===== src/rtl/emmc_blk_sequencer.sv =====
// emmc_blk_sequencer: write-then-readback block sweep master for emmc_sm
// with sticky compare/protocol error status.
module emmc_blk_sequencer #(
    parameter int unsigned BLK_CNT    = 2,
    parameter int unsigned TOTAL_BLKS = 1562500,
    parameter int unsigned BLK_BYTES  = 512,
    parameter int unsigned IDX_W      = 32,
    parameter int unsigned BLK_CNT_W  = 16
) (
    input  logic                 clk_i,
    input  logic                 arst_ni,
    input  logic                 go_i,
    output logic                 busy_o,
    output logic                 done_o,
    output logic                 err_o,
    output logic [15:0]          err_cnt_o,
    output logic [IDX_W-1:0]     first_err_idx_o,
    output logic                 emmc_start_o,
    output logic                 emmc_we_o,
    output logic [IDX_W-1:0]     emmc_blk_idx_o,
    output logic [BLK_CNT_W-1:0] emmc_blk_cnt_o,
    output logic [7:0]           emmc_dat_o,
    input  logic [7:0]           emmc_dat_i,
    input  logic                 emmc_dvalid_i,
    input  logic                 emmc_ready_i
);
    localparam int unsigned BURST_MAX = BLK_CNT * BLK_BYTES;
    localparam int K_W = ($clog2(BURST_MAX) < 10) ? 10 : $clog2(BURST_MAX);
    typedef enum logic [3:0] {
        IDLE, WR_REQ, WR_DATA, WR_WAIT, RD_REQ, RD_DATA, RD_WAIT, NEXT, DONE
    } state_t;
    state_t state, state_nxt;
    logic [IDX_W:0] blk_idx, rem, cnt, idx_nxt;
    logic [K_W-1:0] k, k_last;
    logic [7:0] pat;
    logic accept, last, in_data, mismatch, proto_err, clr;
    // Index math is one bit wider than IDX_W so the final advance cannot wrap.
    assign rem       = (IDX_W+1)'(TOTAL_BLKS) - blk_idx;
    assign cnt       = (rem < (IDX_W+1)'(BLK_CNT)) ? rem : (IDX_W+1)'(BLK_CNT);
    assign idx_nxt   = blk_idx + cnt;
    assign k_last    = K_W'(cnt * (IDX_W+1)'(BLK_BYTES) - (IDX_W+1)'(1));
    assign pat       = k[7:0] ^ blk_idx[7:0] ^ {k[9:8], 6'b0};
    assign accept    = emmc_start_o && emmc_ready_i;
    assign last      = k == k_last;
    assign in_data   = state == WR_DATA || state == RD_DATA;
    assign proto_err = emmc_dvalid_i && !in_data;
    assign mismatch  = state == RD_DATA && emmc_dvalid_i && emmc_dat_i != pat;
    assign clr       = go_i && (state == IDLE || state == DONE);
    always_comb begin
        state_nxt = state;
        case (state)
            IDLE, DONE: state_nxt = go_i ? WR_REQ : state;
            WR_REQ:     state_nxt = emmc_ready_i ? WR_DATA : state;
            WR_DATA:    state_nxt = (emmc_dvalid_i && last) ? WR_WAIT : state;
            WR_WAIT:    state_nxt = emmc_ready_i ? RD_REQ : state;
            RD_REQ:     state_nxt = emmc_ready_i ? RD_DATA : state;
            RD_DATA:    state_nxt = (emmc_dvalid_i && last) ? RD_WAIT : state;
            RD_WAIT:    state_nxt = emmc_ready_i ? NEXT : state;
            NEXT:       state_nxt = (idx_nxt >= (IDX_W+1)'(TOTAL_BLKS)) ? DONE : WR_REQ;
            default:    state_nxt = IDLE;
        endcase
    end
    always_ff @(posedge clk_i or negedge arst_ni) begin
        if (!arst_ni) begin
            state           <= IDLE;
            blk_idx         <= '0;
            k               <= '0;
            err_o           <= 1'b0;
            err_cnt_o       <= '0;
            first_err_idx_o <= '0;
        end else begin
            state <= state_nxt;
            if (clr)
                blk_idx <= '0;
            else if (state == NEXT)
                blk_idx <= idx_nxt;
            if (accept)
                k <= '0;
            else if (in_data && emmc_dvalid_i)
                k <= k + K_W'(1);
            if (clr) begin
                err_o           <= 1'b0;
                err_cnt_o       <= '0;
                first_err_idx_o <= '0;
            end else begin
                if (mismatch || proto_err)
                    err_o <= 1'b1;
                if (mismatch && err_cnt_o != 16'hFFFF)
                    err_cnt_o <= err_cnt_o + 16'd1;
                if (mismatch && !err_o)
                    first_err_idx_o <= blk_idx[IDX_W-1:0];
            end
        end
    end
    assign busy_o         = state != IDLE && state != DONE;
    assign done_o         = state == DONE;
    assign emmc_start_o   = state == WR_REQ || state == RD_REQ;
    assign emmc_we_o      = state == WR_REQ || state == WR_DATA || state == WR_WAIT;
    assign emmc_blk_idx_o = blk_idx[IDX_W-1:0];
    assign emmc_blk_cnt_o = busy_o ? BLK_CNT_W'(cnt) : '0;
    assign emmc_dat_o     = (state == WR_DATA) ? pat : 8'd0;
endmodule


===== config.mk =====
export PLATFORM = sky130hd
export DESIGN_NAME = emmc_blk_sequencer
export DESIGN_NICKNAME = d
export VERILOG_FILES = /design/src/rtl/emmc_blk_sequencer.sv
export SDC_FILE = /design/constraint.sdc
export NUM_CORES = 1
export LEC_CHECK = 0
export ABC_AREA = 1
export CORE_MARGIN = 4
export CORE_UTILIZATION = 50
export CTS_CLUSTER_DIAMETER = 200
export CTS_CLUSTER_SIZE = 8
export DETAILED_ROUTE_END_ITERATION = 6
export GPL_TIMING_DRIVEN = 1
export MAX_ROUTING_LAYER = met4
export PLACE_DENSITY = 0.8
export SYNTH_ARGS = -nofsm -noshare
export SYNTH_HDL_FRONTEND = slang
export SYNTH_SLANG_ARGS = --single-unit

===== constraint.sdc =====
create_clock -name clk_i -period 11.46 [get_ports clk_i]
set_clock_uncertainty 0.15 [all_clocks]
set_input_delay 3.438 -clock clk_i [delete_from_list [all_inputs] [get_ports clk_i]]
set_output_delay 3.438 -clock clk_i [all_outputs]
set_load 0.02 [all_outputs]

==> results of run 1 <==
## state kept, by name, summed over array words and instances, names as in the netlist
name	cells
err_o	1
k	10
err_cnt_o	16
state	4
first_err_idx_o	32
blk_idx	33
## cells by family after synthesis
logic type	share of synthesized area [%]
buffers and inverters	13.2
other	0.0442
XOR/XNOR	4.13
adder cells (fa/ha/maj)	3.69
AND/OR/NAND/NOR	38.7
AO/OA/AOI/OAI	11.9
flip-flops	28.3
## path summary, 6_finish.rpt
check | end | depth (start not counted) | start
max | emmc_blk_cnt_o[0] | 15 | blk_idx[0]
min | first_err_idx_o[23] | 2 | first_err_idx_o[23]
max reg2reg | state[3] | 30 | blk_idx[0]
min reg2reg | first_err_idx_o[23] | 2 | first_err_idx_o[23]
max in group asynchronous | blk_idx[20] | 2 | arst_ni
min in group asynchronous | err_cnt_o[2] | 1 | arst_ni
## synthesized netlist by cell type, types with 12 or more instances
master                     instances  area, um^2
sky130_fd_sc_hd__xor2_1           21         184
sky130_fd_sc_hd__clkbuf_1         16        60.1
sky130_fd_sc_hd__inv_1           163         612
sky130_fd_sc_hd__o21ai_0          98         490
sky130_fd_sc_hd__nand2_2          13        81.3
sky130_fd_sc_hd__nand2_1         350        1310
sky130_fd_sc_hd__nand4_1          18         113
sky130_fd_sc_hd__dfrtp_1          96        2400
sky130_fd_sc_hd__nor2_2           13        81.3
sky130_fd_sc_hd__nand3_1         134         671
sky130_fd_sc_hd__xnor2_1          19         166
sky130_fd_sc_hd__a21oi_1          46         230
sky130_fd_sc_hd__o22ai_1          12        75.1
sky130_fd_sc_hd__buf_4            50         375
sky130_fd_sc_hd__nor2_1          161         604
sky130_fd_sc_hd__ha_1             25         313
sky130_fd_sc_hd__nor3_1           28         140
## routing by layer
| layer | vias up | GRT usage, % | part of all wire (%) |
|---|---|---|---|
| li1 | 4436 | - | - |
| met1 | 4212 | 40.2 | 44 |
| met2 | 363 | 45.2 | 45 |
| met3 | 52 | 5.08 | 8.4 |
| met4 | 0 | 7.33 | 2.0 |
| met5 | - | - | 0 |
## power by group through the flow
| stage | clock network, mW | registers [mW] | logic (mW) |
|---|---|---|---|
| after detailed placement | 0 | 0.554 | 1.40 |
| after CTS | 0.299 | 0.547 | 1.40 |
| final | 0.295 | 0.554 | 1.44 |
| after floorplan | 0 | 0.498 | 1.06 |
| after global placement | 0 | 0.550 | 1.39 |
| after global routing | 0.314 | 0.564 | 1.60 |
## worst max-delay path: stages (launching register included)
cell                              delay [ns]
sky130_fd_sc_hd__dfrtp_1                0.53
sky130_fd_sc_hd__inv_1                  0.14
sky130_fd_sc_hd__ha_1                   0.22
sky130_fd_sc_hd__inv_1                  0.07
sky130_fd_sc_hd__nand2_1                0.11
sky130_fd_sc_hd__nand3_1                0.15
sky130_fd_sc_hd__nand2_1                0.13
sky130_fd_sc_hd__nand2_1                0.11
sky130_fd_sc_hd__nand2_1                0.10
sky130_fd_sc_hd__xor2_1                 0.16
sky130_fd_sc_hd__nor4_1                 0.30
sky130_fd_sc_hd__nand3_1                0.10
sky130_fd_sc_hd__nor4_1                 0.26
sky130_fd_sc_hd__nand3_1                0.20
sky130_fd_sc_hd__nor2_1                 0.15
sky130_fd_sc_hd__clkdlybuf4s50_1        0.62
## stage by stage
step           cell area, um^2  util, %  instances  setup slack [ns]
2_1_floorplan             8610        -       1377              5.52
3_3_place_gp              9520     57.4       1636              4.71
3_5_place_dp              9520     57.4       1636              4.56
4_1_cts                   9800     59.1       1652              4.17
5_1_grt                   9800     59.1       1652              3.91
6_report                  9800     59.1       1652              4.16
## cell type report
class                           count  area share (%)
Multi-Input combinational cell   1035            51.9
Sequential cell                    96            24.5
Timing Repair Buffer              110            11.1
Inverter                          175            6.70
Tap cell                          220            2.81
Clock buffer                       10            2.34
Clock inverter                      6           0.587
==> flow_metrics.env, run 1 <==
export IMPL_cts_root_to_sink_buffers=2
export IMPL_initialDrtViolationCount=809
export IMPL_syn_instance_count=1343
export IMPL_final_layout_size_suffix_gt1_share_pct=5.03
export IMPL_initial_utilization_pct=51.2
export IMPL_maxSlewViolCount=0
export IMPL_run_status="finished with violations"
export IMPL_dominantRegCellSynth="sky130_fd_sc_hd__dfrtp_1"
export IMPL_hold_viol=0
export IMPL_p_switching_mw=1.25
export IMPL_async_flop_share_pct=100
export IMPL_drt_pass1_iterations=7
export IMPL_design_final_nets=1465
export IMPL_grt_max_degree=65
export IMPL_path_class="reg2out"
export IMPL_drc=1
export IMPL_final_min_period_over_clock_period_pct=63.7
export IMPL_route_final_wire_length_um=27700
export IMPL_violations="design-rule violations"
export IMPL_power_leakage_nw=4.70
export IMPL_insertion_delay_ns=0.36
export IMPL_cts_inserted_buffers=9
export IMPL_antenna_violating_nets_post_route=0
export IMPL_grt_total_usage_pct=29.3
export IMPL_die_height_um=138
export IMPL_seq_area_um2=2400
export IMPL_core_region_area_um2=16600
export IMPL_fin_setup_tns_ns=0
export IMPL_number_of_gates_given_a_new_drive_strength_after_cts=0
export IMPL_rrSetupSlack_ns=6.80
export IMPL_post_synth_instance_area_um2=8490
export IMPL_cp_max_fanout=9
export IMPL_first_global_vias=8465
export IMPL_seqPwrFrac_pct=24.2
export IMPL_clock_tree_root_cell="sky130_fd_sc_hd__clkbuf_16"
export IMPL_max_freq_mhz=137
export IMPL_numClockSinks=96
export IMPL_critPathRequiredTime_ns=7.87
export IMPL_antenna_found_initial=0
export IMPL_routed_wire_length_per_instance_um=16.7
export IMPL_synth_edff_count=0
export IMPL_globalRoute_totalOverflow=0
export IMPL_power_frac_comb_pct=63.0
export IMPL_clkPwrFrac_pct=12.9
export IMPL_area_delta_synth_final_pct=15.5
export IMPL_ios=122
export IMPL_vias=9063
export IMPL_end_kind="primary output"
export IMPL_setup_viol=0
export IMPL_std_cell_rows=47
export IMPL_worst_slew_margin_rel_pct=30.2
export IMPL_startpoint_types="flip-flop"
export IMPL_max_cap_viol_count=0
export IMPL_postCtsSetupRepairBufs=0
export IMPL_mostFrequentLayoutCells="sky130_fd_sc_hd__nand2_1, sky130_fd_sc_hd__inv_1, sky130_fd_sc_hd__nor2_1"
export IMPL_syn_avg_cell_area_um2=6.32
export IMPL_gp_routability_congestion=1.04
export IMPL_mostFrequentLayoutCell="sky130_fd_sc_hd__nand2_1"
export IMPL_p_int_mw=1.05
export IMPL_diodes=0
export IMPL_htree_levels=3
export IMPL_vias_per_cell=5.49
export IMPL_setup_repair_after_global_routing_missed_its_margin="false"
export IMPL_num_fill_cells=1649
export IMPL_total_power_mw=2.29
export IMPL_io_buffers=107
export IMPL_yosys_warnings=0
export IMPL_place_hpwl_um=22600
export IMPL_synth_seq_cells=96
export IMPL_holdBufCountCts=0
export IMPL_switching_share_pct=54.4
export IMPL_clock_tree_from_tritoncts="done"
export IMPL_hold_worst_slack_ns=0.355
export IMPL_worst_pin_slew_ns=1.05
export IMPL_fp_dieW_um=138
export IMPL_total_area_of_multi_input_combinational_cells_um2=5090
export IMPL_die_area_um2=19100
export IMPL_yosysUniqueCellTypes=43
export IMPL_critPathArrivalTime_ns=3.71
export IMPL_irDropWorstVdd_uv=129
export IMPL_finalWorstPathRequiredPeriod_ns=7.30
export IMPL_synth_sequential_area_ratio_pct=28.3
export IMPL_power_density_cell_area_nw_per_um2=234
export IMPL_grt_pass1_wl_um=44400
export IMPL_clk_transition_reported_paths_ns=0.07
export IMPL_min_delay_path_class="reg2reg"
No activity file was read; power rests on OpenSTA's default activity.
==> inputs of run 2 (changes only) <==
clock period = 7.4 ns   (was 11.46 ns; I/O delays follow)
==> flow_metrics.env, run 2 (same netlist as run 1, synthesis figures left out) <==
export IMPL_run_status="finished clean"
export IMPL_startpoint_types="flip-flop"
export IMPL_clock_tree_root_cell="sky130_fd_sc_hd__clkbuf_16"
export IMPL_worst_pin_slew_ns=1.09
export IMPL_final_layout_size_suffix_gt1_share_pct=5.03
export IMPL_irDropWorstVdd_uv=169
export IMPL_hold_viol=0
export IMPL_grt_pass1_wl_um=45500
export IMPL_fin_setup_tns_ns=0
export IMPL_drt_pass1_iterations=5
export IMPL_holdBufCountCts=0
export IMPL_critPathArrivalTime_ns=3.65
export IMPL_grt_total_usage_pct=30.3
export IMPL_grt_max_degree=65
export IMPL_ios=122
export IMPL_end_kind="primary output"
export IMPL_drc=0
export IMPL_hold_worst_slack_ns=0.359
export IMPL_cp_max_fanout=8
export IMPL_largest_register_ffs=33
export IMPL_htree_levels=3
export IMPL_die_height_um=138
export IMPL_gp_routability_congestion=1.04
export IMPL_reg_largest_list="blk_idx (33), first_err_idx_o (32), err_cnt_o (16)"
export IMPL_final_min_period_over_clock_period_pct=81.4
export IMPL_largest_register="blk_idx"
export IMPL_core_region_area_um2=16600
export IMPL_cts_root_to_sink_buffers=2
export IMPL_initialDrtViolationCount=872
export IMPL_diodes=0
export IMPL_area_delta_synth_final_pct=15.7
export IMPL_cts_inserted_buffers=9
export IMPL_seq_area_um2=2400
export IMPL_globalRoute_totalOverflow=0
export IMPL_insertion_delay_ns=0.36
export IMPL_clock_tree_from_tritoncts="done"
export IMPL_path_class="reg2out"
export IMPL_antenna_found_initial=0
export IMPL_numClockSinks=96
export IMPL_power_density_cell_area_nw_per_um2=367
export IMPL_die_area_um2=19100
export IMPL_vias=9031
export IMPL_worst_slew_margin_rel_pct=27.4
export IMPL_max_cap_viol_count=0
export IMPL_rrSetupSlack_ns=2.70
export IMPL_design_final_nets=1465
export IMPL_first_global_vias=8422
export IMPL_postLayoutCoreUtil_pct=59.2
export IMPL_mostFrequentLayoutCell="sky130_fd_sc_hd__nand2_1"
export IMPL_min_delay_path_class="reg2reg"
export IMPL_maxSlewViolCount=0
export IMPL_clk_transition_reported_paths_ns=0.07
export IMPL_vias_per_cell=5.47
export IMPL_total_area_of_multi_input_combinational_cells_um2=5090
export IMPL_setup_viol=0
export IMPL_route_final_wire_length_um=28700
export IMPL_setup_repair_after_global_routing_missed_its_margin="false"
export IMPL_num_fill_cells=1649
export IMPL_initial_utilization_pct=51.2
export IMPL_power_leakage_nw=4.71
export IMPL_io_buffers=107
export IMPL_routed_wire_length_per_instance_um=17.4
export IMPL_place_hpwl_um=23400
export IMPL_pre_cts_slack_ns=1.79
export IMPL_timing_final_ws_setup_ns=1.38
export IMPL_max_freq_mhz=166
export IMPL_std_cell_rows=47
export IMPL_antenna_violating_nets_post_route=0
export IMPL_mostFrequentLayoutCells="sky130_fd_sc_hd__nand2_1, sky130_fd_sc_hd__inv_1, sky130_fd_sc_hd__nor2_1"
export IMPL_postCtsSetupRepairBufs=0
export IMPL_total_power_mw=3.60
export IMPL_finalWorstPathRequiredPeriod_ns=6.02
export IMPL_number_of_gates_given_a_new_drive_strength_after_cts=0
export IMPL_fp_dieW_um=138
export IMPL_critPathRequiredTime_ns=5.03
-- run 2: layer usage --
layer | GRT usage [%] | up-vias | routed length [um]
li1 | - | 4451 | -
met1 | 41.7 | 4180 | 13100
met2 | 46.8 | 354 | 12800
met3 | 4.25 | 46 | 2080
met4 | 9.10 | 0 | 688
met5 | - | - | 0
-- run 2: path summary, 6_finish.rpt --
path | to | from | depth (start not counted)
max | emmc_blk_cnt_o[0] | blk_idx[1] | 15
min | first_err_idx_o[17] | first_err_idx_o[17] | 2
max reg2reg | state[0] | blk_idx[1] | 31
min reg2reg | first_err_idx_o[17] | first_err_idx_o[17] | 2
max in group asynchronous | blk_idx[20] | arst_ni | 2
min in group asynchronous | err_cnt_o[0] | arst_ni | 1
-- run 2: metrics by stage --
| stage | cell area [um^2] | cells |
|---|---|---|
| 2_1_floorplan | 8610 | 1377 |
| 3_3_place_gp | 9520 | 1636 |
| 3_5_place_dp | 9520 | 1636 |
| 4_1_cts | 9820 | 1651 |
| 5_1_grt | 9820 | 1651 |
| 6_report | 9820 | 1651 |
-- run 2: layout make-up --
| cell class | count | area share (%) |
|---|---|---|
| Multi-Input combinational cell | 1035 | 51.9 |
| Sequential cell | 96 | 24.5 |
| Tap cell | 220 | 2.80 |
| Inverter | 175 | 6.69 |
| Timing Repair Buffer | 110 | 11.1 |
| Clock buffer | 9 | 2.29 |
| Clock inverter | 6 | 0.765 |
-- run 2: critical path: stages (launching register included) --
cell and delay [ns]:
sky130_fd_sc_hd__dfrtp_1 0.51, sky130_fd_sc_hd__inv_1 0.16, sky130_fd_sc_hd__ha_1 0.21, sky130_fd_sc_hd__inv_1 0.07, sky130_fd_sc_hd__nand2_1 0.12, sky130_fd_sc_hd__nand3_1 0.15
sky130_fd_sc_hd__nand2_1 0.13, sky130_fd_sc_hd__nand2_1 0.11, sky130_fd_sc_hd__nand2_1 0.09, sky130_fd_sc_hd__xor2_1 0.17, sky130_fd_sc_hd__nor4_1 0.30, sky130_fd_sc_hd__nand3_1 0.11
sky130_fd_sc_hd__nor4_1 0.23, sky130_fd_sc_hd__nand3_1 0.19, sky130_fd_sc_hd__nor2_1 0.13, sky130_fd_sc_hd__clkdlybuf4s50_1 0.61
-- run 2: power by group --
group          leakage (nW)  switching (mW)  total [mW]  internal (mW)
clock network         0.145           0.218       0.485          0.266
registers              1.31           0.230       0.858          0.628
logic                  3.25            1.51        2.26          0.754
total                  4.71            1.96        3.60           1.65
